<file path="config.mk">
export PLATFORM = sky130hd
export DESIGN_NAME = writeback_ext
export DESIGN_NICKNAME = d
export VERILOG_FILES = /design/src/rtl/writeback_ext.sv
export SDC_FILE = /design/constraint.sdc
export NUM_CORES = 1
export LEC_CHECK = 0
export ABC_CLOCK_PERIOD_IN_PS = 2900
export CORE_AREA = 2 2 178 180
export CTS_CLUSTER_DIAMETER = 50
export DETAILED_ROUTE_END_ITERATION = 7
export DIE_AREA = 0 0 180 182
export GPL_ROUTABILITY_DRIVEN = 0
export HOLD_SLACK_MARGIN = 0.05
export PLACE_DENSITY = 0.64
export RECOVER_POWER = 25
export SLEW_MARGIN = 25
export SYNTH_ARGS = -nofsm -noshare
export SYNTH_HDL_FRONTEND = slang
export SYNTH_SLANG_ARGS = --single-unit
</file>
<file path="constraint.sdc">
create_clock -name clk -period 2.9 [get_ports clk]
set_input_delay 0.435 -clock clk [delete_from_list [all_inputs] [get_ports clk]]
set_output_delay 0.435 -clock clk [all_outputs]
set_load 0.1 [all_outputs]
</file>
<file path="src/rtl/writeback_ext.sv">
// rtl/writeback_ext.sv - parametrised writeback stage with load alignment, variable-latency response wait and retire counter
module writeback_ext #(
  parameter int XLEN   = 32,
  parameter int REG_AW = 5,
  parameter int CNT_W  = 64,
  localparam int OFS_W = $clog2(XLEN/8)
) (
  input  logic              clk,
  input  logic              rst_n,
  input  logic              valid_m,
  input  logic              rd_write_m,
  input  logic [1:0]        rd_write_src_m,
  input  logic [REG_AW-1:0] rd_m,
  input  logic [XLEN-1:0]   pc_m,
  input  logic [XLEN-1:0]   alu_res_m,
  input  logic [XLEN-1:0]   csr_data_m,
  input  logic [1:0]        mem_size_m,
  input  logic              mem_unsigned_m,
  input  logic [OFS_W-1:0]  mem_ofs_m,
  input  logic              flush_w,
  input  logic              mem_rsp_valid,
  input  logic [XLEN-1:0]   mem_rsp_data,
  input  logic              mem_rsp_err,
  output logic              stall_w,
  output logic              rd_write_w,
  output logic [REG_AW-1:0] rd_w,
  output logic [XLEN-1:0]   rd_data_w,
  output logic              load_err_w,
  output logic [CNT_W-1:0]  retire_cnt
);

  localparam logic [1:0] RDSRC_PC  = 2'd0;
  localparam logic [1:0] RDSRC_ALU = 2'd1;
  localparam logic [1:0] RDSRC_MEM = 2'd2;
  localparam logic [1:0] RDSRC_CSR = 2'd3;

  typedef enum logic [1:0] {ST_RUN, ST_WAIT, ST_DRAIN} state_t;

  state_t            state, state_nxt;
  logic              v_w, rd_write_r, uns_r;
  logic [1:0]        src_r, size_r;
  logic [REG_AW-1:0] rd_r;
  logic [XLEN-1:0]   pc_r, alu_r, csr_r;
  logic [OFS_W-1:0]  ofs_r;
  logic [CNT_W-1:0]  retire_r;

  logic              load_w, draining, commit, fault, stall, kill_w;
  logic [XLEN-1:0]   sh, mask, ld, sel;
  logic [1:0]        eff_size;
  logic [6:0]        nbits;
  logic              sbit;

  always_comb begin
    load_w   = v_w & (src_r == RDSRC_MEM);
    draining = (state == ST_DRAIN);
    commit   = v_w & ~draining & (~load_w | (mem_rsp_valid & ~mem_rsp_err));
    fault    = load_w & ~draining & mem_rsp_valid & mem_rsp_err;
    stall    = (load_w & ~mem_rsp_valid) | draining;
  end

  // A flush while the load is still outstanding drops it; its response must then be drained.
  always_comb begin
    state_nxt = state;
    kill_w    = 1'b0;
    unique case (state)
      ST_RUN: begin
        if (load_w & ~mem_rsp_valid) begin
          if (flush_w) begin
            state_nxt = ST_DRAIN;
            kill_w    = 1'b1;
          end else begin
            state_nxt = ST_WAIT;
          end
        end
      end
      ST_WAIT: begin
        if (mem_rsp_valid) begin
          state_nxt = ST_RUN;
        end else if (flush_w) begin
          state_nxt = ST_DRAIN;
          kill_w    = 1'b1;
        end
      end
      ST_DRAIN: begin
        if (mem_rsp_valid) state_nxt = ST_RUN;
      end
      default: state_nxt = ST_RUN;
    endcase
  end

  // Load alignment: the mask's top bit locates the sign bit for the selected access size.
  always_comb begin
    sh       = mem_rsp_data >> {ofs_r, 3'b000};
    eff_size = (XLEN == 32 && size_r == 2'd3) ? 2'd2 : size_r;
    nbits    = 7'd8 << eff_size;
    mask     = {XLEN{1'b1}} >> (7'(XLEN) - nbits);
    sbit     = |(sh & (mask ^ (mask >> 1)));
    ld       = (sh & mask) | ((sbit & ~uns_r) ? ~mask : '0);
  end

  always_comb begin
    sel = '0;
    unique case (src_r)
      RDSRC_PC:  sel = pc_r + XLEN'(4);
      RDSRC_ALU: sel = alu_r;
      RDSRC_MEM: sel = ld;
      RDSRC_CSR: sel = csr_r;
      default:   sel = '0;
    endcase
  end

  always_ff @(posedge clk) begin
    if (!rst_n) begin
      state      <= ST_RUN;
      v_w        <= 1'b0;
      rd_write_r <= 1'b0;
      src_r      <= '0;
      rd_r       <= '0;
      pc_r       <= '0;
      alu_r      <= '0;
      csr_r      <= '0;
      size_r     <= '0;
      uns_r      <= 1'b0;
      ofs_r      <= '0;
      retire_r   <= '0;
    end else begin
      state <= state_nxt;
      if (commit) retire_r <= retire_r + 1'b1;
      if (!stall) begin
        v_w        <= valid_m & ~flush_w;
        rd_write_r <= rd_write_m;
        src_r      <= rd_write_src_m;
        rd_r       <= rd_m;
        pc_r       <= pc_m;
        alu_r      <= alu_res_m;
        csr_r      <= csr_data_m;
        size_r     <= mem_size_m;
        uns_r      <= mem_unsigned_m;
        ofs_r      <= mem_ofs_m;
      end else if (kill_w) begin
        v_w <= 1'b0;
      end
    end
  end

  assign stall_w    = stall;
  assign rd_write_w = commit & rd_write_r & (rd_r != '0);
  assign rd_w       = rd_r;
  assign rd_data_w  = rd_write_w ? sel : '0;
  assign load_err_w = fault;
  assign retire_cnt = retire_r;

endmodule

</file>
==> results.ini <==
[outcome]
status = complete, no violations

[clock_tree]
clock_latency_ns = 0.44
cts_tree = done
clockBufferDepth = 2
clockRootBuffer = clkbuf_16
clk_pin_slew_ns = 0.08
cts_buffers = 17
htreeDepth = 4
clock-sinks = 176
ctsHoldBuffers = 0

[routing]
wl_um = 36100
dr.pass1.iters = 5
wl_per_cell_um = 19.2
vias = 9981
drc = 0
drtAntennaViolNets = 0
avgViaCountPerCell = 5.31
drt_iter0_markers = 857

[layout]
multi_input_area_um2 = 5760
seqCellArea_um2 = 3560
fill_cells = 3105
layout_commonest_cell = nand2_1
drive_gt1_frac = 0.158
stdcell_area_um2 = 13600
final_cell_mix = nand2_1 (271), a21oi_1 (183), dfxtp_1 (156), clkdlybuf4s50_1 (144), buf_4 (65)
final_nets = 1607
area_growth_pct = 48.5

[setup_path]
cpPeakStageDelay_ns = 0.38
worstPathCellList = ha_4 > nand4_1 > nor3_4 > buf_6 > nand4_1 > xor2_2 > a221oi_4 > buf_12
crit_family = simple AND/OR/NAND/NOR gates
path_max_fanout = 5
path_class = reg -> out
critPathLaunchType = flip-flop
worstPathRequired_ns = 2.47
cp.buffers_inverters = 2
arrival_ns = 2.44
crit_top_cell = nand4_1
crit_path_top_delay_cell = dfxtp_4
cp-end-kind = primary output

[place]
dp_slack_ns = -0.0563
portBuffers = 250
place_area_um2 = 12900
dpl.hpwl_um = 26700

[synthesis]
yosys_warnings = 0
yosysUniqueCellTypes = 50
synthTopCellsByArea = dfxtp_1 (38%), nand2_1 (11%), a21oi_1 (10%), nand3_1 (2.9%), clkbuf_1 (2.8%)
async_flop_share = 0
synthCells = 1206
synth_top_cell_by_area = dfxtp_1
synth_nets = 1355
synth-edff-count = 0
synth_top_area_share = 0.385
postSynthAreaPerCell_um2 = 7.59
yosys_register_bits = 176
syn_area_um2 = 9160
synth_ff_type = dfxtp_1
yosysSeqAreaShare = 0.385

[timing]
post-route-period-util = 0.991
finalMaxSlewViolations = 0
final-hold-violation-count = 0
setup_violations = 0
max_freq_mhz = 348
grt_setup_unrepaired = true
period_minus_slack_ns = 2.88
worst_pin_slew_ns = 1.32
tns_ns = 0
fin_ws_ns = 0.0249
fin_skew_ns = 0.0239
whs_ns = 0.458
slew_headroom = 0.114

[global_route]
grt_max_degree = 111
gr-total-overflow = 0
grt_pass1_vias = 9284
grt_use_total = 0.214
grt_antenna_before_repair = 9
grt_pass1_wl_um = 55000

[flow_run]
cap_violations = 0

[floorplanning]
ios = 251
die_h_um = 182
core_um2 = 31000
initial_core_util = 0.296
rows = 65
die-area_um2 = 32800
die_x_um = 180

[power]
finalPower_uw = 5930
cellPowerDensity_nw_per_um2 = 436
power_leakage_uw = 0.00479
irDropWorstVdd_mv = 0.286

[worst_hold_path]
hp-class = reg -> reg

## cell usage after synthesis, types with 6 or more instances
master    count
a211oi_1     28
or4_1        23
a21oi_1     183
nand2b_1     10
mux4_2        6
dfxtp_1     176
nor2b_1      27
or3_1         7
o21ai_0      26
xor2_1       28
inv_1        14
nor2_1       49
nand2_1     271
nand3_1      53
clkbuf_1     69
and2_1       10
nor4_1       12
nor3_1       20
xnor2_1      25
o31ai_1      20
nand4_1      26
a221oi_1     12
buf_1         8
mux2i_1      21
and4_1       13
and3_1       15
o221ai_1      6
## registers in the layout, summed over array words and instances, names as in the netlist, 2 cells and up
register / count
alu_r: 32
csr_r: 32
ofs_r: 2
pc_r: 32
rd_w: 5
retire_cnt: 64
size_r: 2
src_r: 2
state: 2
## final cells by class
class / count / share of cell area
Multi-Input combinational cell: 931 / 0.423
Sequential cell: 176 / 0.262
Timing Repair Buffer: 316 / 0.226
Tap cell: 402 / 0.0370
Clock buffer: 17 / 0.0313
Clock inverter: 15 / 0.0144
Inverter: 16 / 0.00487
Antenna cell: 7 / 0.00129
## cells by family (layout without fill, tap and decap cells)
group / count (synthesis) / in the layout / share of synthesized area
AND/OR/NAND/NOR: 552 / 552 / 0.290
AO/OA/AOI/OAI: 296 / 296 / 0.190
flip-flops: 176 / 176 / 0.385
buffers and inverters: 99 / 364 / 0.0428
XOR/XNOR: 53 / 53 / 0.0507
multiplexers: 28 / 28 / 0.0389
adder cells (fa/ha/maj): 2 / 2 / 0.00273
other: 0 / 7 / 0
## final timing paths
check	start	end	slack [ns]	cells after the start
worst max-delay path	pc_r[3]	rd_data_w[28]	0.02	8
worst min-delay path	alu_r[7]	alu_r[7]	0.46	2
worst max register to register	retire_cnt[3]	retire_cnt[27]	0.52	7
worst min register to register	alu_r[7]	alu_r[7]	0.46	2
## per-layer routing
metal | global-route usage | share of wire | vias to the layer above | wire, um
met4 | 0.0719 | 0.029 | 6 | 1040
li1 | - | - | 4802 | -
met3 | 0.0632 | 0.082 | 58 | 2970
met2 | 0.331 | 0.45 | 393 | 16300
met1 | 0.283 | 0.44 | 4722 | 15800
met5 | 0 | 0.0011 | - | 40
## worst register-to-register path, stage by stage, from the launching register on
cell	delay (ns)
dfxtp_1	0.44
and3_1	0.26
nand4_1	0.17
or4_1	0.57
buf_4	0.24
buf_4	0.19
or3_1	0.30
a21oi_1	0.14
## power breakdown
part           internal, uW  switching [uW]
registers              2500            80.4
clock network          1200            1250
logic                   396             494
total                  4100            1830
## stage by stage
| stage | utilization | cells |
|---|---|---|
| 5_1_grt | 0.439 | 1875 |
| 3_5_place_dp | 0.418 | 1830 |
| 3_3_place_gp | 0.418 | 1830 |
| 2_1_floorplan | - | 1206 |
| 4_1_cts | 0.442 | 1866 |
| 6_report | 0.439 | 1880 |
## what timing repair did
action                                  CTS  global route
buffers inserted                          4             6
cloned                                    0             1
gates resized for setup                  21            20
endpoints found under the setup margin   27            27
pin swaps                                 4            17
hold endpoints to repair                  0             0
Note: power is estimated with default switching activity, not from simulation.
